===== src/rtl/pipelined_f2i.sv =====
`timescale 1ns/1ps
// pipelined_f2i: IEEE-754 single-precision float to signed 32-bit integer.
// Unpack -> align -> round -> result select, with one valid bit per slot
// and a common enable that freezes every rank together.
module pipelined_f2i (
    input  logic        clock,
    input  logic        clr,
    input  logic        e,
    input  logic        in_valid,
    input  logic [31:0] a,
    input  logic [1:0]  rm,
    output logic [31:0] d,
    output logic        out_valid,
    output logic        invalid,
    output logic        inexact
);

    // Stage 1 (unpack) registers
    logic              s1_valid_q, s1_valid_d;
    logic              s1_sign_q,  s1_sign_d;
    logic [1:0]        s1_rm_q,    s1_rm_d;
    logic [23:0]       s1_m_q,     s1_m_d;
    logic signed [9:0] s1_e_q,     s1_e_d;
    logic              s1_nan_q,   s1_nan_d;
    logic              s1_inf_q,   s1_inf_d;
    logic              s1_zero_q,  s1_zero_d;

    // Stage 2 (align) registers
    logic              s2_valid_q, s2_valid_d;
    logic              s2_sign_q,  s2_sign_d;
    logic [1:0]        s2_rm_q,    s2_rm_d;
    logic              s2_nan_q,   s2_nan_d;
    logic              s2_ovf_q,   s2_ovf_d;
    logic [31:0]       s2_ipart_q, s2_ipart_d;
    logic              s2_r_q,     s2_r_d;
    logic              s2_s_q,     s2_s_d;

    // Stage 3 (round) registers
    logic              s3_valid_q, s3_valid_d;
    logic              s3_sign_q,  s3_sign_d;
    logic              s3_nan_q,   s3_nan_d;
    logic              s3_ovf_q,   s3_ovf_d;
    logic [31:0]       s3_mag_q,   s3_mag_d;
    logic              s3_inx_q,   s3_inx_d;

    // Output registers
    logic [31:0]       d_q,         d_d;
    logic              out_valid_q, out_valid_d;
    logic              invalid_q,   invalid_d;
    logic              inexact_q,   inexact_d;

    // Combinational scratch
    logic [7:0]        exp_f;
    logic [7:0]        exp_eff;
    logic              hidden;
    logic signed [9:0] shr_amt;
    logic signed [9:0] shr_sel;
    logic [48:0]       ext;
    logic              inc;
    logic [32:0]       mag_full;
    logic              ovf_rnd;

    // Stage 1: split the operand into sign, mantissa, unbiased exponent and class
    always_comb begin
        exp_f   = a[30:23];
        hidden  = |exp_f;
        exp_eff = hidden ? exp_f : 8'd1;
        if (e) begin
            s1_valid_d = in_valid;
            s1_sign_d  = a[31];
            s1_rm_d    = rm;
            s1_m_d     = {hidden, a[22:0]};
            s1_e_d     = $signed({2'b00, exp_eff}) - 10'sd127;
            s1_nan_d   = (&exp_f) & (|a[22:0]);
            s1_inf_d   = (&exp_f) & ~(|a[22:0]);
            s1_zero_d  = ~hidden & ~(|a[22:0]);
        end else begin
            s1_valid_d = s1_valid_q;
            s1_sign_d  = s1_sign_q;
            s1_rm_d    = s1_rm_q;
            s1_m_d     = s1_m_q;
            s1_e_d     = s1_e_q;
            s1_nan_d   = s1_nan_q;
            s1_inf_d   = s1_inf_q;
            s1_zero_d  = s1_zero_q;
        end
    end

    // Stage 2: shift the mantissa to integer alignment, keeping round and sticky bits
    always_comb begin
        s2_valid_d = s2_valid_q;
        s2_sign_d  = s2_sign_q;
        s2_rm_d    = s2_rm_q;
        s2_nan_d   = s2_nan_q;
        s2_ovf_d   = s2_ovf_q;
        s2_ipart_d = s2_ipart_q;
        s2_r_d     = s2_r_q;
        s2_s_d     = s2_s_q;
        shr_amt    = 10'sd23 - s1_e_q;
        shr_sel    = (shr_amt > 10'sd25) ? 10'sd25 : shr_amt;
        ext        = {s1_m_q, 25'd0} >> shr_sel;
        if (e) begin
            s2_valid_d = s1_valid_q;
            s2_sign_d  = s1_sign_q;
            s2_rm_d    = s1_rm_q;
            s2_nan_d   = s1_nan_q;
            s2_ovf_d   = 1'b0;
            s2_ipart_d = '0;
            s2_r_d     = 1'b0;
            s2_s_d     = 1'b0;
            if (s1_zero_q) begin
                s2_ipart_d = '0;
            end else if (s1_inf_q || s1_e_q >= 10'sd31) begin
                // -2^31 is the one exactly representable value with E = 31
                if (!s1_inf_q && s1_e_q == 10'sd31 && s1_sign_q && s1_m_q == 24'h80_0000)
                    s2_ipart_d = 32'h8000_0000;
                else
                    s2_ovf_d = 1'b1;
            end else if (s1_e_q >= 10'sd23) begin
                s2_ipart_d = {8'd0, s1_m_q} << (s1_e_q - 10'sd23);
            end else begin
                s2_ipart_d = {8'd0, ext[48:25]};
                s2_r_d     = ext[24];
                s2_s_d     = |ext[23:0];
            end
        end
    end

    // Stage 3: apply the rounding increment and detect range overflow
    always_comb begin
        case (s2_rm_q)
            2'b00:   inc = s2_r_q & (s2_s_q | s2_ipart_q[0]);
            2'b01:   inc = s2_sign_q & (s2_r_q | s2_s_q);
            2'b10:   inc = ~s2_sign_q & (s2_r_q | s2_s_q);
            default: inc = 1'b0;
        endcase
        mag_full = {1'b0, s2_ipart_q} + {32'd0, inc};
        ovf_rnd  = (~s2_sign_q & (mag_full > 33'h0_7FFF_FFFF)) |
                   ( s2_sign_q & (mag_full > 33'h0_8000_0000));
        if (e) begin
            s3_valid_d = s2_valid_q;
            s3_sign_d  = s2_sign_q;
            s3_nan_d   = s2_nan_q;
            s3_ovf_d   = s2_ovf_q | ovf_rnd;
            s3_mag_d   = mag_full[31:0];
            s3_inx_d   = s2_r_q | s2_s_q;
        end else begin
            s3_valid_d = s3_valid_q;
            s3_sign_d  = s3_sign_q;
            s3_nan_d   = s3_nan_q;
            s3_ovf_d   = s3_ovf_q;
            s3_mag_d   = s3_mag_q;
            s3_inx_d   = s3_inx_q;
        end
    end

    // Result select: NaN / saturation / signed magnitude into the output registers
    always_comb begin
        d_d         = d_q;
        out_valid_d = out_valid_q;
        invalid_d   = invalid_q;
        inexact_d   = inexact_q;
        if (e) begin
            out_valid_d = s3_valid_q;
            if (s3_nan_q) begin
                d_d       = 32'h8000_0000;
                invalid_d = 1'b1;
                inexact_d = 1'b0;
            end else if (s3_ovf_q) begin
                d_d       = s3_sign_q ? 32'h8000_0000 : 32'h7FFF_FFFF;
                invalid_d = 1'b1;
                inexact_d = 1'b0;
            end else begin
                d_d       = s3_sign_q ? (~s3_mag_q + 32'd1) : s3_mag_q;
                invalid_d = 1'b0;
                inexact_d = s3_inx_q;
            end
        end
    end

    // All ranks: synchronous clear, otherwise load the (enable-gated) next state
    always_ff @(posedge clock) begin
        if (clr) begin
            s1_valid_q  <= 1'b0;
            s1_sign_q   <= 1'b0;
            s1_rm_q     <= '0;
            s1_m_q      <= '0;
            s1_e_q      <= '0;
            s1_nan_q    <= 1'b0;
            s1_inf_q    <= 1'b0;
            s1_zero_q   <= 1'b0;
            s2_valid_q  <= 1'b0;
            s2_sign_q   <= 1'b0;
            s2_rm_q     <= '0;
            s2_nan_q    <= 1'b0;
            s2_ovf_q    <= 1'b0;
            s2_ipart_q  <= '0;
            s2_r_q      <= 1'b0;
            s2_s_q      <= 1'b0;
            s3_valid_q  <= 1'b0;
            s3_sign_q   <= 1'b0;
            s3_nan_q    <= 1'b0;
            s3_ovf_q    <= 1'b0;
            s3_mag_q    <= '0;
            s3_inx_q    <= 1'b0;
            d_q         <= '0;
            out_valid_q <= 1'b0;
            invalid_q   <= 1'b0;
            inexact_q   <= 1'b0;
        end else begin
            s1_valid_q  <= s1_valid_d;
            s1_sign_q   <= s1_sign_d;
            s1_rm_q     <= s1_rm_d;
            s1_m_q      <= s1_m_d;
            s1_e_q      <= s1_e_d;
            s1_nan_q    <= s1_nan_d;
            s1_inf_q    <= s1_inf_d;
            s1_zero_q   <= s1_zero_d;
            s2_valid_q  <= s2_valid_d;
            s2_sign_q   <= s2_sign_d;
            s2_rm_q     <= s2_rm_d;
            s2_nan_q    <= s2_nan_d;
            s2_ovf_q    <= s2_ovf_d;
            s2_ipart_q  <= s2_ipart_d;
            s2_r_q      <= s2_r_d;
            s2_s_q      <= s2_s_d;
            s3_valid_q  <= s3_valid_d;
            s3_sign_q   <= s3_sign_d;
            s3_nan_q    <= s3_nan_d;
            s3_ovf_q    <= s3_ovf_d;
            s3_mag_q    <= s3_mag_d;
            s3_inx_q    <= s3_inx_d;
            d_q         <= d_d;
            out_valid_q <= out_valid_d;
            invalid_q   <= invalid_d;
            inexact_q   <= inexact_d;
        end
    end

    assign d         = d_q;
    assign out_valid = out_valid_q;
    assign invalid   = invalid_q;
    assign inexact   = inexact_q;

endmodule


===== config.mk =====
export PLATFORM = sky130hd
export DESIGN_NAME = pipelined_f2i
export DESIGN_NICKNAME = d
export VERILOG_FILES = /design/src/rtl/pipelined_f2i.sv
export SDC_FILE = /design/constraint.sdc
export NUM_CORES = 1
export LEC_CHECK = 0
export BUFFER_PORTS_ARGS = -buffer_cell sky130_fd_sc_hd__buf_2
export CELL_PAD_IN_SITES_DETAIL_PLACEMENT = 0
export CELL_PAD_IN_SITES_GLOBAL_PLACEMENT = 1
export CORE_MARGIN = 10
export CORE_UTILIZATION = 45
export DETAILED_ROUTE_END_ITERATION = 16
export GPL_TIMING_DRIVEN = 1
export PLACE_DENSITY_LB_ADDON = 0.25
export SLEW_MARGIN = 25
export SYNTH_ARGS = -nofsm -noshare
export SYNTH_HDL_FRONTEND = slang
export SYNTH_SLANG_ARGS = --single-unit

===== constraint.sdc =====
create_clock -name clock -period 5 [get_ports clock]
set_input_delay 0.5 -clock clock [delete_from_list [all_inputs] [get_ports clock]]
set_output_delay 0.5 -clock clock [all_outputs]
set_load 0.01 [all_outputs]

# Word level (Yosys, flattened, before mapping)
# Cells that the tools add are included.
[op_classes] addsub=5 mul=0 div_mod_pow=0 order_cmp=5 eq_ne=4 shift=2 mux=24 bitwise=16 n_reduce_logical=10
[op_table] op="2-to-1 mux 32 bit" n=8
[op_table] op="right shift 49 x 10 -> 49 bit" n=1
[op_table] op="adder 32 x 1 -> 33 bit" n=1
[op_table] op="> comparator 33 x 31 -> 1 bit (second input constant)" n=1
[op_table] op="> comparator 33 x 32 -> 1 bit (second input constant)" n=1
[op_table] op="adder 32 x 1 -> 32 bit (second input constant)" n=1
[op_table] op="NOT 32 bit" n=1
[op_table] op="left shift 24 x 10 -> 32 bit" n=1
[op_table] op="equality test 24 bit (second input constant)" n=1
[op_table] op="OR reduction 24 bit" n=1
[op_table] op="OR reduction 23 bit" n=1
[op_table] op=">= comparator 10 x 6 -> 1 bit (second input constant)" n=2
[op_table] op="2-to-1 mux 1 bit" n=13
[op_table] op="equality test 10 x 6 -> 1 bit (second input constant)" n=1
[op_table] op="> comparator 10 x 6 -> 1 bit (second input constant)" n=1
[op_table] op="2-to-1 mux 10 bit" n=1
[op_table] op="subtractor 10 x 6 -> 10 bit (second input constant)" n=1
[op_table] op="subtractor 6 x 10 -> 10 bit (first input constant)" n=1
[op_table] op="subtractor 8 x 7 -> 9 bit (second input constant)" n=1
[op_table] op="bitwise AND 1 bit" n=8
[op_table] op="2-to-1 mux 8 bit" n=1
[op_table] op="AND reduction 8 bit" n=1
[op_table] op="OR reduction 8 bit" n=1
[op_table] op="bitwise OR 1 bit" n=4
[op_table] op="8 further kinds" n=12
[word_totals] ff_bits=153 latch_bits=0 mem_bits_rw=0 romBits=0 input_bits=38 out_inout_bits=35 elab_cells=92 n_memories=0

# Longest topological paths before layout
[depth] word_depth=8 ltp_mapped=19 ltp_nobuf=18

# Worst setup path after synthesis
# OpenSTA, ideal clock, no wires.
[synth_timing] path_kind="register to register" startpoint="register s2_rm_q[0]" endpoint="register s3_ovf_q" setup_ns=0.091 arrival_ns=3.504 t_required_ns=4.909 setup_slack_ns=1.405 path_stages_with_launch=18 n_path_buf=1 synth_period_minus_slack_ns=3.595 cell_sequence="dfxtp_1 -> inv_1 -> ha_1 -> xnor2_1 -> nor2_1 -> nand2_1 -> a21oi_1 -> ha_1 -> and4_1 -> and2_1 -> clkbuf_1 -> nand3_1 -> nor4_1 -> nand2_1 -> or3b_2 -> xor2_1 -> a31o_2 -> a311oi_1"
[synth_via] elab_chain_len=7 word_cells_on_any_way=11 classes_between="add/sub (1); order compare (2); eq/ne (2); mux (1); bitwise (4); reduce/logical (1)"
[synth_rtl] element="from (decl)" line_no="31" text="logic [1:0] s2_rm_q, s2_rm_d;"
[synth_rtl] element="from (signal assigned)" line_no="221" text="s2_rm_q <= s2_rm_d;"
[synth_rtl] element="equality test 2 bit, or another cell as far along" line_no="131" text="case (s2_rm_q)"
[synth_rtl] element="case mux 1 bit (3 select lines) *" line_no="131"
[synth_rtl] element="adder 32 x 1 -> 33 bit *" line_no="137" text="mag_full = {1'b0, s2_ipart_q} + {32'd0, inc};"
[synth_rtl] element="> comparator 33 x 31 -> 1 bit or > comparator 33 x 32 -> 1 bit (tied branches)" line_no="138, 139"
[synth_rtl] element="bitwise AND 1 bit, on equally long branches" line_no="138, 139"
[synth_rtl] element="bitwise OR 1 bit *" line_no="138" text="ovf_rnd = (~s2_sign_q & (mag_full > 33'h0_7FFF_FFFF)) |"
[synth_rtl] element="bitwise OR 1 bit *" line_no="144" text="s3_ovf_d = s2_ovf_q | ovf_rnd;"
[synth_rtl] element="to (signal assigned)" line_no="230" text="s3_ovf_q <= s3_ovf_d;"
[synth_rtl] element="to (decl)" line_no="42" text="logic s3_ovf_q, s3_ovf_d;"
# Every way passes the cells marked *; elsewhere a longest branch is shown, timed or not.
# A chain may end at the register's enable or synchronous reset.

# Final worst setup path
[layout_timing] startpoint="register s1_e_q[3]" endpoint="register s2_s_q"
[layout_via] elab_chain_len=8 word_cells_on_any_way=11 classes_between="add/sub (1); order compare (3); shift (1); mux (4); reduce/logical (2)"
[layout_rtl] element="from (decl)" line_no="23" text="logic signed [9:0] s1_e_q, s1_e_d;"
[layout_rtl] element="from (signal assigned)" line_no="188" text="s1_e_q <= '0;"
[layout_rtl] element="from (signal assigned)" line_no="215" text="s1_e_q <= s1_e_d;"
[layout_rtl] element="subtractor 6 x 10 -> 10 bit" line_no="99" text="shr_amt = 10'sd23 - s1_e_q;"
[layout_rtl] element="> comparator 10 x 6 -> 1 bit" line_no="100" text="shr_sel = (shr_amt > 10'sd25) ? 10'sd25 : shr_amt;"
[layout_rtl] element="2-to-1 mux 10 bit" line_no="100"
[layout_rtl] element="right shift 49 x 10 -> 49 bit" line_no="101" text="ext = {s1_m_q, 25'd0} >> shr_sel;"
[layout_rtl] element="OR reduction 24 bit" line_no="124" text="s2_s_d = |ext[23:0];"
[layout_rtl] element="2-to-1 mux 1 bit" line_no="119" text="end else if (s1_e_q >= 10'sd23) begin"
[layout_rtl] element="2-to-1 mux 1 bit *" line_no="113" text="end else if (s1_inf_q || s1_e_q >= 10'sd31) begin"
[layout_rtl] element="2-to-1 mux 1 bit *" line_no="111" text="if (s1_zero_q) begin"
[layout_rtl] element="to (signal assigned)" line_no="226" text="s2_s_q <= s2_s_d;"
[layout_rtl] element="to (decl)" line_no="36" text="logic s2_s_q, s2_s_d;"
# Marked as above.

==> results.yml <==
run_status:
  status: "finished clean"
timing:
  worst_hold_slack_ps: 304.6
  finalCritPeriodShare: 0.8638
  skew_ps: 14.36
  setup_tns_ps: 0
  min_period_ps: 4319
  drv_slew: 0
  setup_viol: 0
  setup_slack_ps: 680.8
  max_slew_margin: 0.3417
  final-hold-violation-count: 0
  fmax_ghz: 0.2315
  worst_slew_pin_slew_ps: 980.4
  rsz0062_at_grt: "false"
cells_and_area:
  drive_gt1_frac: 0.1327
  area_growth_pct: 10.51
  diodes: 0
  final_nets: 1468
yosys:
  ys_types: 82
  syn_area_mm2: 0.01068
  synth-edff-count: 0
  syn_nets: 1464
  yosys_warnings: 0
  synth_async_sr_flop_share: 0
  synth_top_area_frac: 0.2850
  netlist_instances: 1416
  synth_area_leaders: "dfxtp_1 29%, mux2i_1 8.5%, nand2_1 6.4%"
  synth-main-ff-cell: "dfxtp_1"
  avgSynthCellArea_um2: 7.540
  synth_area_leader_cell: "dfxtp_1"
  ys_ff_latch: 152
  synth_seq_area_share: 0.2850
floorplanning:
  dieWidth_um: 174.0
  core_area_mm2: 0.02340
  pin_count: 73
  core.rowCount: 56
  die_area_mm2: 0.03029
  die_h_um: 174.0
  start_util: 0.4562
routing:
  wl_per_cell_um: 19.49
  m1WireLength_um: 15200
  drt_wl_total_um: 34120
  via_per_inst: 5.963
  routed.top_layer: "met4"
  ant_nets: 0
  route.met2.wl_um: 15910
  dr.pass1.iters: 6
  drc: 0
  wl_met3_um: 1898
  vias: 10442
  drtIter0Drc: 943
min_path:
  hold_path.class: "in2reg"
clock_tree:
  cts_tree: "done"
  numCtsBuffers: 17
  clock_sinks: 152
  path_clk_slew_ps: 70
  postCtsSetupRepairBufs: 0
  cts-resized-gates: 0
  cts_buffer_depth: 2
  ctsRootBufferMaster: "clkbuf_16"
  clock_latency_ps: 430
  htreeDepth: 4
  ctsHoldBuffers: 0
power_and_ir_drop:
  pwr-share-comb: 0.252
  internal-power_uw: 2265
  p_per_area_mw_per_mm2: 298.5
  p_seq_frac: 0.392
  switching_share: 0.3567
  power_leakage_uw: 0.004411
  p_sw_uw: 1256
  vdd_drop_max_mv: 0.1942
  power_frac_clock: 0.356
  finalPower_uw: 3522
placement:
  dp_hpwl_um: 24940
  gp_congestion: 0.9364
  pre_cts_slack_ps: 779.9
  port_buffers: 72
worst_setup_path:
  cp_max_fo: 21
  critPathArrivalTime_ps: 4640
  setup.worst_path.start_class: "flop"
  worstSetupEndpointType: "flop"
  crit_required_ps: 5320
  worstSetupPathType: "reg2reg"
grt:
  grt.overflow.total: 0
  grt_pass1_wl_um: 54720
  antenna_found_initial: 0
  grt_max_degree: 85
  grt_pass1_vias: 9706
  grtUsageTotal: 0.2192
job:
  max_cap_viol_count: 0
-- state kept, by name, summed over array words and instances, names as in the netlist, 2 cells and up --
| name | flops |
|---|---|
| s1_e_q | 9 |
| s3_mag_q | 32 |
| s2_ipart_q | 32 |
| s1_rm_q | 2 |
| s1_m_q | 24 |
| d | 32 |
| s2_rm_q | 2 |
-- synthesized netlist by cell type, drive strengths merged, types with 7 or more instances --
library cell / count
clkbuf: 100
a21o: 8
ha: 10
mux4: 10
and3: 16
a31oi: 15
o211ai: 8
dfxtp: 152
a211oi: 46
o22ai: 16
mux2i: 91
nand3: 47
nand4: 16
o41ai: 7
o221ai: 7
xor2: 20
mux2: 14
nor2b: 7
nor4: 21
buf: 22
o21ai: 104
inv: 19
nor2: 163
nor3: 35
xnor2: 60
or4: 8
nand2: 182
a21oi: 102
o31ai: 17
-- metal layers --
layer / vias up / track usage
met5: - / 0
met4: 0 / 0.08835
met3: 72 / 0.03532
met2: 392 / 0.3525
met1: 4819 / 0.2867
li1: 5159 / -
-- cells in the final DEF, fill, tap and decap left out, types with 8 or more instances in the layout --
| master | count |
|---|---|
| nand4_1 | 14 |
| nand2_1 | 182 |
| mux2_2 | 13 |
| nor2_1 | 163 |
| buf_2 | 70 |
| ha_1 | 10 |
| a31oi_1 | 14 |
| nor3_1 | 35 |
| and3_1 | 16 |
| xnor2_1 | 59 |
| o22ai_1 | 16 |
| inv_1 | 18 |
| mux4_2 | 10 |
| a211oi_1 | 45 |
| xor2_1 | 18 |
| mux2i_1 | 91 |
| nand3_1 | 47 |
| o21ai_0 | 102 |
| nor4_1 | 19 |
| clkbuf_16 | 17 |
| buf_4 | 37 |
| o31ai_1 | 17 |
| o211ai_1 | 8 |
| a21oi_1 | 101 |
| a21o_1 | 8 |
| dfxtp_1 | 149 |
-- cell type report --
| class | count | area [µm²] |
|---|---|---|
| Sequential cell | 152 | 3047 |
| Inverter | 19 | 71.32 |
| Timing Repair Buffer | 107 | 628.1 |
| Fill cell | 2423 | 11600 |
| Clock inverter | 14 | 133.9 |
| Tap cell | 319 | 399.1 |
| Clock buffer | 17 | 425.4 |
| Multi-Input combinational cell | 1123 | 7094 |
-- through the flow --
step | instance area (µm²) | utilization | cells
3_5_place_dp | 11240 | 0.4802 | 1720
2_1_floorplan | 10680 | - | 1416
4_1_cts | 11800 | 0.5041 | 1751
5_1_grt | 11800 | 0.5042 | 1751
3_3_place_gp | 11240 | 0.4802 | 1720
6_report | 11800 | 0.5042 | 1751
-- cells by family (layout without fill, tap and decap cells) --
| family | Yosys count | count (layout) | synth area share |
|---|---|---|---|
| AO/OA/AOI/OAI | 392 | 392 | 0.2373 |
| AND/OR/NAND/NOR | 526 | 526 | 0.2254 |
| buffers and inverters | 141 | 157 | 0.05274 |
| multiplexers | 115 | 115 | 0.1215 |
| flip-flops | 152 | 152 | 0.2850 |
| adder cells (fa/ha/maj) | 10 | 10 | 0.01172 |
| XOR/XNOR | 80 | 80 | 0.06633 |
-- worst max-delay path, cell delays in order, from the launching register on --
cell and delay [ps]:
dfxtp_1 690, inv_1 190, ha_1 450, a32oi_2 220
a31oi_2 480, or2_1 750, buf_4 330, mux2i_1 290
mux2i_1 170, a2111oi_2 220, nand3_1 110, a211o_1 300
-- power groups by stage --
stage	Combinational [µW]	Sequential (µW)	Clock, µW
3_5_place_dp	869	1410	0
3_3_place_gp	872	1410	0
2_1_floorplan	653	1360	0
6_report	887	1380	1250
5_1_grt	966	1390	1340
4_1_cts	874	1380	1280
-- final timing paths --
kind	start	endpoint	slack, ps	depth (start not counted)
hold / removal	a[31]	s1_sign_q	300	3
setup reg to reg	s1_e_q[3]	s2_s_q	680	11
setup / recovery	s1_e_q[3]	s2_s_q	680	11
hold reg to reg	d[13]	d[13]	460	2
Note: power is estimated with default switching activity, not from simulation.
